### src/rtl/fp_maxmin_reduce.sv
// Streaming floating-point max/min reduction: returns the extreme element, its
// index and the element count of a vector, with sticky NaN and count-saturation flags.
module fp_maxmin_reduce #(
    parameter int EXP_W  = 8,
    parameter int MANT_W = 23,
    parameter int CNT_W  = 16,
    localparam int DW    = 1 + EXP_W + MANT_W
) (
    input  logic             clk,
    input  logic             rst,
    input  logic             i_valid,
    output logic             o_ready,
    input  logic [DW-1:0]    i_data,
    input  logic             i_last,
    input  logic             i_op,
    output logic             o_valid,
    input  logic             i_ready,
    output logic [DW-1:0]    o_data,
    output logic [CNT_W-1:0] o_index,
    output logic [CNT_W-1:0] o_count,
    output logic             o_nan_err,
    output logic             o_cnt_sat
);

    typedef enum logic [1:0] {IDLE, ACCUM, DONE} state_t;

    localparam logic [CNT_W-1:0] CNT_MAX = '1;

    state_t           state_q, state_d;
    logic             op_q, op_d;
    logic [DW-1:0]    best_q, best_d;
    logic [CNT_W-1:0] best_idx_q, best_idx_d;
    logic [CNT_W-1:0] cnt_q, cnt_d;
    logic             nan_q, nan_d;
    logic             sat_q, sat_d;
    logic             best_ok_q, best_ok_d;

    function automatic logic is_nan(input logic [DW-1:0] x);
        return (&x[DW-2:MANT_W]) && (|x[MANT_W-1:0]);
    endfunction

    // Monotonic unsigned key: ordering of keys matches numeric ordering of the floats.
    function automatic logic [DW-1:0] fp_key(input logic [DW-1:0] x);
        return x[DW-1] ? ~x : {1'b1, x[DW-2:0]};
    endfunction

    logic in_xfer;
    logic in_nan;
    logic better;

    assign o_ready = (state_q != DONE);
    assign in_xfer = i_valid & o_ready;
    assign in_nan  = is_nan(i_data);
    assign better  = op_q ? (fp_key(i_data) < fp_key(best_q))
                          : (fp_key(i_data) > fp_key(best_q));

    always_comb begin
        state_d    = state_q;
        op_d       = op_q;
        best_d     = best_q;
        best_idx_d = best_idx_q;
        cnt_d      = cnt_q;
        nan_d      = nan_q;
        sat_d      = sat_q;
        best_ok_d  = best_ok_q;
        case (state_q)
            IDLE: begin
                if (in_xfer) begin
                    op_d       = i_op;
                    best_d     = i_data;
                    best_idx_d = '0;
                    cnt_d      = CNT_W'(1);
                    nan_d      = in_nan;
                    sat_d      = 1'b0;
                    best_ok_d  = ~in_nan;
                    state_d    = i_last ? DONE : ACCUM;
                end
            end
            ACCUM: begin
                if (in_xfer) begin
                    if (cnt_q == CNT_MAX) begin
                        sat_d = 1'b1;
                    end else begin
                        cnt_d = cnt_q + 1'b1;
                    end
                    // A NaN held as best (leading NaNs) yields to the first real value.
                    if (!in_nan && (!best_ok_q || better)) begin
                        best_d     = i_data;
                        best_idx_d = cnt_q;
                        best_ok_d  = 1'b1;
                    end
                    nan_d = nan_q | in_nan;
                    if (i_last) begin
                        state_d = DONE;
                    end
                end
            end
            DONE: begin
                if (i_ready) begin
                    state_d = IDLE;
                end
            end
            default: state_d = IDLE;
        endcase
    end

    always_ff @(posedge clk) begin
        if (rst) begin
            state_q    <= IDLE;
            op_q       <= 1'b0;
            best_q     <= '0;
            best_idx_q <= '0;
            cnt_q      <= '0;
            nan_q      <= 1'b0;
            sat_q      <= 1'b0;
            best_ok_q  <= 1'b0;
        end else begin
            state_q    <= state_d;
            op_q       <= op_d;
            best_q     <= best_d;
            best_idx_q <= best_idx_d;
            cnt_q      <= cnt_d;
            nan_q      <= nan_d;
            sat_q      <= sat_d;
            best_ok_q  <= best_ok_d;
        end
    end

    assign o_valid   = (state_q == DONE);
    assign o_data    = nan_q ? '1 : best_q;
    assign o_index   = best_idx_q;
    assign o_count   = cnt_q;
    assign o_nan_err = nan_q;
    assign o_cnt_sat = sat_q;

endmodule

### config.mk
export PLATFORM = sky130hd
export DESIGN_NAME = fp_maxmin_reduce
export DESIGN_NICKNAME = d
export VERILOG_FILES = /design/src/rtl/fp_maxmin_reduce.sv
export SDC_FILE = /design/constraint.sdc
export NUM_CORES = 1
export LEC_CHECK = 0
export CORE_AREA = 8 8 101 103
export CTS_CLUSTER_SIZE = 40
export DETAILED_ROUTE_END_ITERATION = 8
export DIE_AREA = 0 0 109 111
export PLACE_DENSITY = 0.84
export SYNTH_ARGS = -nofsm -noshare
export SYNTH_HDL_FRONTEND = slang
export SYNTH_SLANG_ARGS = --single-unit
### constraint.sdc
create_clock -name clk -period 8.5 [get_ports clk]
set_input_delay 2.125 -clock clk [delete_from_list [all_inputs] [get_ports clk]]
set_output_delay 2.125 -clock clk [all_outputs]
set_load 0.03 [all_outputs]
## Word level (Yosys, flattened, before mapping)

Index checks and enable logic that the tools add are counted.

| storage, ports and cells | value |
|---|---|
| logic and storage cells | 75 |
| bits in registers | 70 |

| cells by class | value |
|---|---|
| eq/ne operators | 11 |
| $lt $le $gt $ge | 2 |
| reductions and logical operators | 15 |
| add/subtract/negate cells | 1 |
| muxes and demuxes | 33 |
| bitwise operators | 5 |

Operators by type and width:

| kind | number |
|---|---|
| $mux 32 | 6 |
| $mux 16 | 6 |
| $not 32->32 | 2 |
| $pmux 16 s2 | 2 |
| $pmux 32 s2 | 1 |
| $gt 32x32->1 | 1 |
| $lt 32x32->1 | 1 |
| $reduce_or 23->1 | 1 |
| $add 16x1->16 const B | 1 |
| $eq 16x16->1 const B | 1 |
| $reduce_and 4->1 | 4 |
| $ne 2x2->1 const B | 7 |
| $mux 2 | 5 |
| $mux 1 | 9 |
| $reduce_and 8->1 | 1 |
| $pmux 1 s2 | 3 |
| $pmux 2 s3 | 1 |
| $reduce_and 3->1 | 1 |
| $eq 2x1->1 const B | 1 |
| $eq 2x2->1 const B | 1 |
| $logic_and 1x1->1 | 2 |
| $logic_not 1->1 | 2 |
| $logic_not 2->1 | 1 |
| $ne 2x1->1 const B | 1 |
| 6 further kinds | 6 |

## Depth between registers and ports, before layout

Gate-level depths: netlist of the first run.

| logic depth | value |
|---|---|
| depth in word-level cells | 9 |
| depth in mapped cells | 12 |
| mapped depth without buffers | 9 |

## Worst setup path before layout of the first run

OpenSTA, ideal clock, no wires.

| timing | value |
|---|---|
| path kind | input to register |
| start | input port i_data[31] |
| end | register best_q[10] |
| library setup time | 72 ps |
| cell stages on the path | 12 |
| slack | 3476 ps |
| data arrival time | 4953 ps |
| path through | clkbuf_1 -> clkbuf_1 -> xor2_1 -> ha_1 -> a21oi_2 -> o21ai_1 -> a311o_1 -> o31ai_2 -> a2111oi_4 -> nor3_4 -> buf_8 -> mux2i_1 |

| between the ends | value |
|---|---|
| cells in the longest elaborated chain, start to end | 8 |
| elaborated cells between the ends (all ways) | 9 |
| classes of those cells | 2 x order compare; 1 x eq/ne; 2 x mux; 1 x bitwise; 3 x reduce/logical |

Ends and longest elaborated chain:

| item | line | source |
|---|---|---|
| from (decl) | 13 | `input logic [DW-1:0] i_data,` |
| $not 32->32 | 44 | `return x[DW-1] ? ~x : {1'b1, x[DW-2:0]};` |
| $mux 32 * | 44 |  |
| $gt 32x32->1 / $lt 32x32->1 (equally long branches) | 55, 54 |  |
| $mux 1 * | 54 | `assign better = op_q ? (fp_key(i_data) < fp_key(best_q))` |
| $logic_or 1x1->1 * | 87 | `if (!in_nan && (!best_ok_q \|\| better)) begin` |
| $logic_and 1x1->1 * | 87 |  |
| $ne 2x2->1 (no line) * | -- |  |
| $reduce_and 4->1 (no line) * | -- |  |
| to (signal assigned) | 120 | `best_q <= best_d;` |
| to (decl) | 31 | `logic [DW-1:0] best_q, best_d;` |

Every way passes the cells marked *; elsewhere a longest branch is shown, timed or not.
A chain may end at the register's enable or synchronous reset.

## Final worst setup path of the first run

| timing | value |
|---|---|
| start | input port i_data[31] |
| end | register best_q[19] |

Same word-level chain as after synthesis.

==> summary.txt, run 1 <==
outcome: completed
gr ovfl total: 0
Mean Syn Cell Area: 9.17 um^2
Initial Utilization: 0.533
number of synthesized flops with an enable pin: 0
drt drc: 0
Global Route Usage Sum: 0.196
synth-to-layout area growth: 26.8%
I/O pins: 106
Max Slew Vio Count: 0
Detailed Place HPWL: 8720 um
cell count after synthesis: 497
antenna cells: 0
setup TNS: 0 ns
floorplan row count: 34
clock latency on the worst-skew pair: 0.36 ns
met1 Track Usage GR: 0.230
drt pass-1 iters: 4
Final Skew: 0.0104 ns
largest net degree at the start of global routing: 74
design area: 0.00578 mm^2
Die Wd: 109 um
most frequent cells in the layout: clkdlybuf4s50_1 (103), dfxtp_1 (69), nand2b_1 (65)
Worst Setup End Kind: flop
fillers: 681
routed len/inst: 16.9 um
FF+latch area: 0.00140 mm^2
First DRT Iteration DRCs: 208
worst-margin pin slew: 1.06 ns
total CTS buffers: 9
CP Data Required Time: 8.78 ns
RePlAce Congestion: 0.794
Setup Fix Bufs, Post-CTS: 0
placed cell area: 0.00560 mm^2
final setup violation count: 0
maxcap violations: 0
Vert. Die Dim: 111 um
met2 Use GR: 0.333
Clock transition at path regs: 0.09 ns
initial antenna violation count: 0
Static Leak: 2.24 nW
WS Path Type: in2reg
TritonCTS clock tree: done
Worst Hold Class: reg2reg
drt total wl: 11,800 um
share of cells above drive strength 1: 0.110
Via density: 5.55
Final Total Pwr: 0.971 mW
Yosys reg bits: 70
pwr/cell area: 168 mW/mm^2
post-synthesis sequential area ratio: 0.307
Crit Path Max Fanout: 32
commonest non-fill, non-tap cell in the layout: clkdlybuf4s50_1
fin crit share: 0.654
Root Buffer: clkbuf_8
Core Area: 0.00855 mm^2
global-route wire length before repair: 19,400 um
RSZ-0062 raised after global routing: no
area of the multi-input gates: 0.00299 mm^2
CTS Sinks: 70
post-synthesis cell type count: 55
count of final hold-check violations: 0
Post-synth top flop: dfxtp_1
Global Route met3 Usage: 0.0459
worst vdd ir: 78.0 uV
Mapped Area: 0.00456 mm^2
r2r setup slk: 4.38 ns
# port buffers: 105
clk buf depth: 2
synth warn: 0
# hold bufs at CTS: 0
crit path DAT: 5.84 ns
clock period minus worst slack: 5.56 ns
Syn Nets: 568
Final Core Density: 0.676
htree depth: 3
vias: 3,881
Async SR Flop Fraction: 0
full die area: 0.0121 mm^2
critical path startpoint category: input pin
post-cts resize count: 0
Slew HR: 0.288
fmax: 180 MHz
GR peak layer: met2
vias in the first global route: 4,010
DRT antenna net count: 0
Final #Nets: 657
worst max-delay path, cell delays in order:
cell and delay (ns):
buf_2 0.66, xor2_1 0.16, ha_1 0.38, a21oi_2 0.15, o21ai_1 0.07, a311o_1 0.39
o31ai_2 0.33, a2111oi_4 0.15, nor3_4 0.67, buf_4 0.48, mux2i_1 0.24
Yosys cell counts, types with 2 or more instances:
cell type   n  share of area
nor3b_1     2         0.0033
or2_2      33          0.045
buf_1       3         0.0025
buf_8       3         0.0099
nand4_1    11          0.015
clkbuf_1   19          0.016
dfxtp_1    70           0.31
o31ai_2     2         0.0055
mux2i_1    31          0.068
a22o_1     16          0.031
inv_1       4         0.0033
or3_1       2         0.0027
nor3_1      6         0.0066
o21ai_0     9         0.0099
nor4_1      6         0.0082
nor2_1     22          0.018
ha_1       33          0.091
xor2_1     40          0.077
and2_1      2         0.0027
xnor2_1    34          0.065
nand3_1     7         0.0077
and3_1      4         0.0055
nor2b_1     2         0.0027
nand2b_1   65          0.089
nand2_1    20          0.016
and4_1      3         0.0058
a21oi_1    18          0.020
o21ai_1     2         0.0022
buf_2       2         0.0022
where the power goes:
part	internal (mW)	total, mW	switching [mW]
Clock	0.113	0.264	0.151
Sequential	0.347	0.375	0.0275
Combinational	0.159	0.332	0.173
Total	0.619	0.971	0.352
path summary, 6_finish.rpt:
check        cells past startpoint          to        from
max                             11  best_q[19]  i_data[31]
min                              1  o_index[5]  o_index[5]
max reg2reg                     10  best_q[19]  best_q[31]
min reg2reg                      1  o_index[5]  o_index[5]
through the flow:
| stage | setup slack, ns | cells | hold slack, ns |
|---|---|---|---|
| after global placement | 2.72 | 683 | 0.463 |
| after CTS | 2.94 | 699 | 0.489 |
| after global routing | 2.70 | 699 | 0.493 |
| final | 2.94 | 699 | 0.485 |
| after detailed placement | 2.57 | 683 | 0.465 |
| after floorplan | 3.48 | 497 | 0.454 |
cell families (layout without fill, tap and decap cells):
kind of cell    after synthesis  count (layout)  synth area share
simple gates                193             193             0.249
xor+xnor                     74              74             0.142
flops                        70              70             0.307
compound gates               64              64             0.107
fa+ha+maj                    33              33            0.0906
buf+inv                      32             126            0.0359
mux                          31              31            0.0681
routing by layer:
layer  part of all wire  vias to the layer above
met5                  0                        -
met4              0.017                        0
met3              0.065                       20
met2               0.50                      107
met1               0.42                     1861
li1                   -                     1893
registers in the layout, indices dropped and copies added (netlist names):
signal,cells
o_nan_err,1
best_ok_q,1
o_index,16
best_q,32
o_count,16
state_q,2
o_cnt_sat,1
op_q,1
final cells by class:
type,instances,area share
Clock inverter,7,0.0110
Sequential cell,70,0.243
Multi-Input combinational cell,395,0.518
Clock buffer,9,0.0214
Inverter,4,0.00260
Timing Repair Buffer,106,0.181
Tap cell,108,0.0234
Power figures use the tool's default switching activity.
==> run 2, diff against run 1 <==
==> config.mk (replaced) <==
export PLATFORM = sky130hd
export DESIGN_NAME = fp_maxmin_reduce
export DESIGN_NICKNAME = d
export VERILOG_FILES = /design/src/rtl/fp_maxmin_reduce.sv
export SDC_FILE = /design/constraint.sdc
export NUM_CORES = 1
export LEC_CHECK = 0
export CORE_AREA = 8 8 109 111
export CTS_CLUSTER_SIZE = 40
export DETAILED_ROUTE_END_ITERATION = 8
export DIE_AREA = 0 0 117 119
export PLACE_DENSITY = 0.76
export SYNTH_ARGS = -nofsm -noshare
export SYNTH_HDL_FRONTEND = slang
export SYNTH_SLANG_ARGS = --single-unit
==> constraint.sdc (replaced) <==
create_clock -name clk -period 4.6 [get_ports clk]
set_input_delay 1.15 -clock clk [delete_from_list [all_inputs] [get_ports clk]]
set_output_delay 1.15 -clock clk [all_outputs]
set_load 0.03 [all_outputs]
==> run 2 against run 1 <==
  * Register-to-register slack worse by 3.3 ns
  * Critical path depth is 1 lower
  * Sequential share of layout area is 0.37 points lower
  * Global-route usage is 2.4 points lower
  * Combinational power is 90% higher
  * Via count is 0.62% lower
  * Utilization is 9.4 points lower
  * Non-clock buffer count is 4 higher
  * Critical path type unchanged
==> summary.txt, run 2 (synthesis results as in run 1) <==
drt drc: 0 (unchanged)
largest net degree at the start of global routing: 74 (unchanged)
fillers: 931 (was 681)
CP max stage delay: 0.86 ns (was 0.67 ns)
global-route wire length before repair: 19,300 um (was 19,400 um)
routed len/inst: 16.3 um (was 16.9 um)
Worst Setup End Kind: flop (unchanged)
Top reg by flops: best_q (unchanged)
vias: 3,857 (was 3,881)
Clock transition at path regs: 0.09 ns (about the same)
Via density: 5.28 (was 5.55)
critical path startpoint category: input pin (unchanged)
Vert. Die Dim: 119 um (was 111 um)
antenna cells: 0 (unchanged)
htree depth: 3 (unchanged)
Core Area: 0.0101 mm^2 (was 0.00855 mm^2)
drt total wl: 11,900 um (was 11,800 um)
fin crit share: 0.902
max reg flops: 32 (unchanged)
worst-case reg-to-reg path depth: 10 (unchanged)
Worst Hold Class: reg2reg (unchanged)
floorplan row count: 37 (was 34)
post-cts resize count: 0 (unchanged)
maxcap violations: 0 (unchanged)
Global Route Usage Sum: 0.172 (was 0.196)
Initial Utilization: 0.452 (was 0.533)
crit path launch: i_data[27] (was i_data[31])
Die Wd: 117 um (was 109 um)
outcome: completed (unchanged)
setup TNS: 0 ns (unchanged)
worst hold start: o_index[5] (unchanged)
Setup Fix Bufs, Post-CTS: 0 (unchanged)
Root Buffer: clkbuf_8 (unchanged)
Inst Count DP: 715 (was 683)
synth-to-layout area growth: 28.8% (was 26.8%)
vias in the first global route: 3,845 (was 4,010)
CTS Sinks: 70 (unchanged)
Final #Nets: 661 (was 657)
clock latency on the worst-skew pair: 0.35 ns (was 0.36 ns)
Layout Cells excl Fill: 731 (was 699)
clk buf depth: 2 (unchanged)
most frequent cells in the layout: clkdlybuf4s50_1 (103), dfxtp_1 (69), nand2b_1 (65) (unchanged)
# hold bufs at CTS: 0 (unchanged)
initial antenna violation count: 0 (unchanged)
full die area: 0.0139 mm^2 (was 0.0121 mm^2)
CP Data Required Time: 4.89 ns (was 8.78 ns)
count of final hold-check violations: 0 (unchanged)
WS Path Type: in2reg (unchanged)
crit path DAT: 4.44 ns (was 5.84 ns)
First DRT Iteration DRCs: 230 (was 208)
Critical Path, Cell by Cell: clkdlybuf4s50_1 > xor2_1 > ha_1 > nand4_1 > nor2_1 > a221o_1 > a211oi_2 > a2111oi_4 > nor3_2 > a22o_1 (was buf_2 > xor2_1 > ha_1 > a21oi_2 > o21ai_1 > a311o_1 > o31ai_2 > a2111oi_4 > nor3_4 > buf_4 > mux2i_1)
worst-margin pin slew: 1.02 ns (was 1.06 ns)
Hold Crit Depth: 1 (unchanged)
clock period minus worst slack: 4.15 ns
I/O pins: 106 (unchanged)
share of cells above drive strength 1: 0.116 (was 0.110)
Crit Reg-Reg Startpoint: best_q[31] (unchanged)
Slew HR: 0.317 (was 0.288)
DRT antenna net count: 0 (unchanged)
fmax: 241 MHz
drt pass-1 iters: 4 (unchanged)
Static Leak: 2.27 nW (was 2.24 nW)
RePlAce Congestion: 0.815 (was 0.794)
pwr/cell area: 306 mW/mm^2 (was 168 mW/mm^2)
Max Slew Vio Count: 0 (unchanged)
total CTS buffers: 9 (unchanged)
commonest non-fill, non-tap cell in the layout: clkdlybuf4s50_1 (unchanged)
gr ovfl total: 0 (unchanged)
Crit-path slowest cell: nor3_2 (was nor3_4)
Detailed Place HPWL: 8960 um (was 8720 um)
TritonCTS clock tree: done (unchanged)
Final Skew: 0.0124 ns (was 0.0104 ns)
# port buffers: 105 (unchanged)
final setup violation count: 0 (unchanged)
worst vdd ir: 154 uV (was 78.0 uV)
RSZ-0062 raised after global routing: no (unchanged)
Crit Path Max Fanout: 16 (was 32)
[run 2: cell count changes in the layout (fill, tap and decap cells not counted), sizes merged]
cell,previous run,this run
clkinvlp,2,1
buf,3,7
clkinv,0,1
[run 2: routing by layer]
| metal | GRT usage | vias up | wire (um) |
|---|---|---|---|
| met5 | 0 | - | 0 |
| met4 | 0.0592 | 0 | 182 |
| met3 | 0.0394 | 15 | 645 |
| met2 | 0.291 | 98 | 5800 |
| met1 | 0.207 | 1841 | 5290 |
| li1 | - | 1903 | - |
[run 2: where the power goes]
group | switching [mW] | internal, mW | total, mW
Sequential | 0.0385 | 0.642 | 0.680
Clock | 0.278 | 0.208 | 0.486
Combinational | 0.330 | 0.301 | 0.631
Total | 0.647 | 1.15 | 1.80
[run 2: worst paths after layout]
check	endpoint	slack, ns
setup / recovery	o_index[3]	0.45
hold reg to reg	o_index[5]	0.49
hold / removal	o_index[5]	0.49
setup reg to reg	o_index[3]	1.04
[run 2: area by class of cell]
class                      instances  area [um^2]  area share
clock buffer                       9          124      0.0211
clock inverter                     7         62.6      0.0107
inverter                           4         15.0     0.00256
multi-input combinational        395         2990       0.510
sequential                        70         1400       0.239
tap                              136          170      0.0290
timing repair buffer             110         1100       0.188
[run 2: stage by stage]
stage | setup slack, ns | instance area, um^2 | util | hold slack [ns] | total power, mW
floorplan | 0.551 | 4560 | - | 0.454 | 1.14
global placement | 0.230 | 5690 | 0.563 | 0.464 | 1.31
detailed placement | 0.0964 | 5690 | 0.563 | 0.467 | 1.33
CTS | 0.457 | 5870 | 0.582 | 0.491 | 1.81
global route | 0.307 | 5870 | 0.582 | 0.508 | 1.90
finish | 0.449 | 5870 | 0.582 | 0.487 | 1.80
[run 2: critical path: cells and delay by family]
family	cells	cell delay [ns]
compound gates	4	1.15
simple gates	3	1.12
buf+inv	1	0.48
fa+ha+maj	1	0.35
xor+xnor	1	0.19
==> run 3, diff against run 2 <==
==> config.mk (replaced) <==
export PLATFORM = sky130hd
export DESIGN_NAME = fp_maxmin_reduce
export DESIGN_NICKNAME = d
export VERILOG_FILES = /design/src/rtl/fp_maxmin_reduce.sv
export SDC_FILE = /design/constraint.sdc
export NUM_CORES = 1
export LEC_CHECK = 0
export CORE_AREA = 8 8 108 110
export CTS_BUF_LIST = sky130_fd_sc_hd__clkbuf_8
export CTS_CLUSTER_SIZE = 40
export DETAILED_ROUTE_END_ITERATION = 8
export DIE_AREA = 0 0 116 118
export PLACE_DENSITY = 0.77
export SYNTH_ARGS = -nofsm -noshare
export SYNTH_HDL_FRONTEND = slang
export SYNTH_SLANG_ARGS = --single-unit
==> run 3 against run 2 <==
  * Clock skew increased by 0.0023 ns
  * Power about the same
  * Sequential cell count unchanged
  * Cell area about the same
  * Clock power about the same
  * Largest cell class unchanged
  * Utilization increased by 0.50 points
  * Setup slack improved by 0.033 ns
  * Global-route usage increased by 0.34 points
==> summary.txt, run 3 (synthesis results as in run 1) <==
Global Route met3 Usage: 0.0364 (was 0.0394)
largest net degree at the start of global routing: 74 (unchanged)
Crit Path Max Fanout: 16 (unchanged)
Crit-path slowest cell: nor3_2 (unchanged)
GR peak layer: met2 (unchanged)
Die Wd: 116 um (was 117 um)
WS Path Type: in2reg (unchanged)
met2 Use GR: 0.300 (was 0.291)
commonest non-fill, non-tap cell in the layout: clkdlybuf4s50_1 (unchanged)
drt total wl: 11,900 um (about the same)
critical path startpoint category: input pin (unchanged)
RSZ-0062 raised after global routing: no (unchanged)
Top reg by flops: best_q (unchanged)
Static Leak: 2.27 nW (about the same)
full die area: 0.0137 mm^2 (was 0.0139 mm^2)
Worst Setup End Kind: flop (unchanged)
# port buffers: 105 (unchanged)
clock period minus worst slack: 4.12 ns (was 4.15 ns)
fillers: 899 (was 931)
clk buf depth: 2 (unchanged)
post-cts resize count: 0 (unchanged)
drt drc: 0 (unchanged)
setup TNS: 0 ns (unchanged)
worst vdd ir: 141 uV (was 154 uV)
Clock transition at path regs: 0.09 ns (about the same)
Initial Utilization: 0.456 (was 0.452)
Detailed Place HPWL: 8930 um (was 8960 um)
Min Hold Slack: 0.487 ns (about the same)
CP max stage delay: 0.87 ns (was 0.86 ns)
Layout Cells excl Fill: 734 (was 731)
initial antenna violation count: 0 (unchanged)
Vert. Die Dim: 118 um (was 119 um)
total CTS buffers: 9 (unchanged)
maxcap violations: 0 (unchanged)
worst-case reg-to-reg path depth: 10 (unchanged)
gr ovfl total: 0 (unchanged)
vias in the first global route: 3,939 (was 3,845)
synth-to-layout area growth: 28.7% (was 28.8%)
# hold bufs at CTS: 0 (unchanged)
vias: 3,826 (was 3,857)
Max Slew Vio Count: 0 (unchanged)
most frequent cells in the layout: clkdlybuf4s50_1 (103), dfxtp_1 (69), nand2b_1 (65) (unchanged)
global-route wire length before repair: 19,500 um (was 19,300 um)
routed len/inst: 16.2 um (was 16.3 um)
CTS Sinks: 70 (unchanged)
Setup Fix Bufs, Post-CTS: 0 (unchanged)
met1 Track Usage GR: 0.204 (was 0.207)
drt pass-1 iters: 4 (unchanged)
worst-margin pin slew: 1.04 ns (was 1.02 ns)
TritonCTS clock tree: done (unchanged)
First DRT Iteration DRCs: 205 (was 230)
outcome: completed (unchanged)
Final Core Density: 0.587 (was 0.582)
DRT antenna net count: 0 (unchanged)
htree depth: 3 (unchanged)
CP Data Required Time: 4.90 ns (was 4.89 ns)
floorplan row count: 37 (unchanged)
Global Route Usage Sum: 0.175 (was 0.172)
Slew HR: 0.302 (was 0.317)
slack of the critical path: 0.483 ns (was 0.449 ns)
Via density: 5.21 (was 5.28)
fin crit share: 0.895 (was 0.902)
final setup violation count: 0 (unchanged)
RePlAce Congestion: 0.849 (was 0.815)
Worst Hold Class: reg2reg (unchanged)
count of final hold-check violations: 0 (unchanged)
Inst Count DP: 718 (was 715)
Critical Path, Cell by Cell: clkdlybuf4s50_1 > xor2_1 > ha_1 > a21oi_1 > nand2_1 > a221o_1 > a211oi_2 > a2111oi_4 > nor3_2 > a22o_1 (was clkdlybuf4s50_1 > xor2_1 > ha_1 > nand4_1 > nor2_1 > a221o_1 > a211oi_2 > a2111oi_4 > nor3_2 > a22o_1)
Final Skew: 0.0147 ns (was 0.0124 ns)
Final #Nets: 664 (was 661)
Hold Crit Depth: 1 (unchanged)
max reg flops: 32 (unchanged)
Root Buffer: clkbuf_8 (unchanged)
I/O pins: 106 (unchanged)
share of cells above drive strength 1: 0.120 (was 0.116)
crit path DAT: 4.42 ns (was 4.44 ns)
Core Area: 0.0100 mm^2 (was 0.0101 mm^2)
clock latency on the worst-skew pair: 0.36 ns (was 0.35 ns)
fmax: 243 MHz (was 241 MHz)
worst slack at placement: 0.100 ns (was 0.0964 ns)
antenna cells: 0 (unchanged)
pwr/cell area: 306 mW/mm^2 (about the same)
## run 3: cell count changes in the layout (fill, tap and decap cells not counted), sizes merged
cell      before  now
inv            9    8
buf            7   10
clkinvlp       1    2
## run 3: power breakdown
| part | leakage (nW) | switching [mW] | internal [mW] |
|---|---|---|---|
| registers | 0.573 | 0.0394 | 0.642 |
| logic | 1.61 | 0.331 | 0.302 |
| clock network | 0.0888 | 0.277 | 0.206 |
## run 3: worst paths after layout
path          startpoint          end  slack, ns
max           i_data[30]   o_index[5]       0.48
min          o_index[13]  o_index[13]       0.49
min reg2reg  o_index[13]  o_index[13]       0.49
max reg2reg   best_q[31]   o_index[5]       0.92
## run 3: critical path, delay by kind of cell
kind	cells	cell delay [ns]
and+or+nand+nor	2	0.94
AOI/OAI and AO/OA	5	1.27
adders and majority gates	1	0.34
buffers and inverters	1	0.50
xor gates and xnor gates	1	0.20
## run 3: routing by layer
metal / up-vias / wire length, um
met5: - / 0
met4: 0 / 207
met3: 12 / 567
met2: 75 / 5960
met1: 1838 / 5120
li1: 1901 / -
## run 3: cell type report
type,instances,area (um^2),share of cell area
flip-flops and latches,70,1400,0.239
inverters,4,15.0,0.00256
clock buffers,9,124,0.0211
multi-input cells,395,2990,0.510
clock inverters,7,61.3,0.0104
well taps,136,170,0.0290
repair buffers,113,1100,0.188
## run 3: metrics by stage
stage	power, mW	area [um^2]
3_3_place_gp	1.31	5680
3_5_place_dp	1.33	5680
4_1_cts	1.81	5870
2_1_floorplan	1.14	4560
6_report	1.80	5870
5_1_grt	1.90	5870
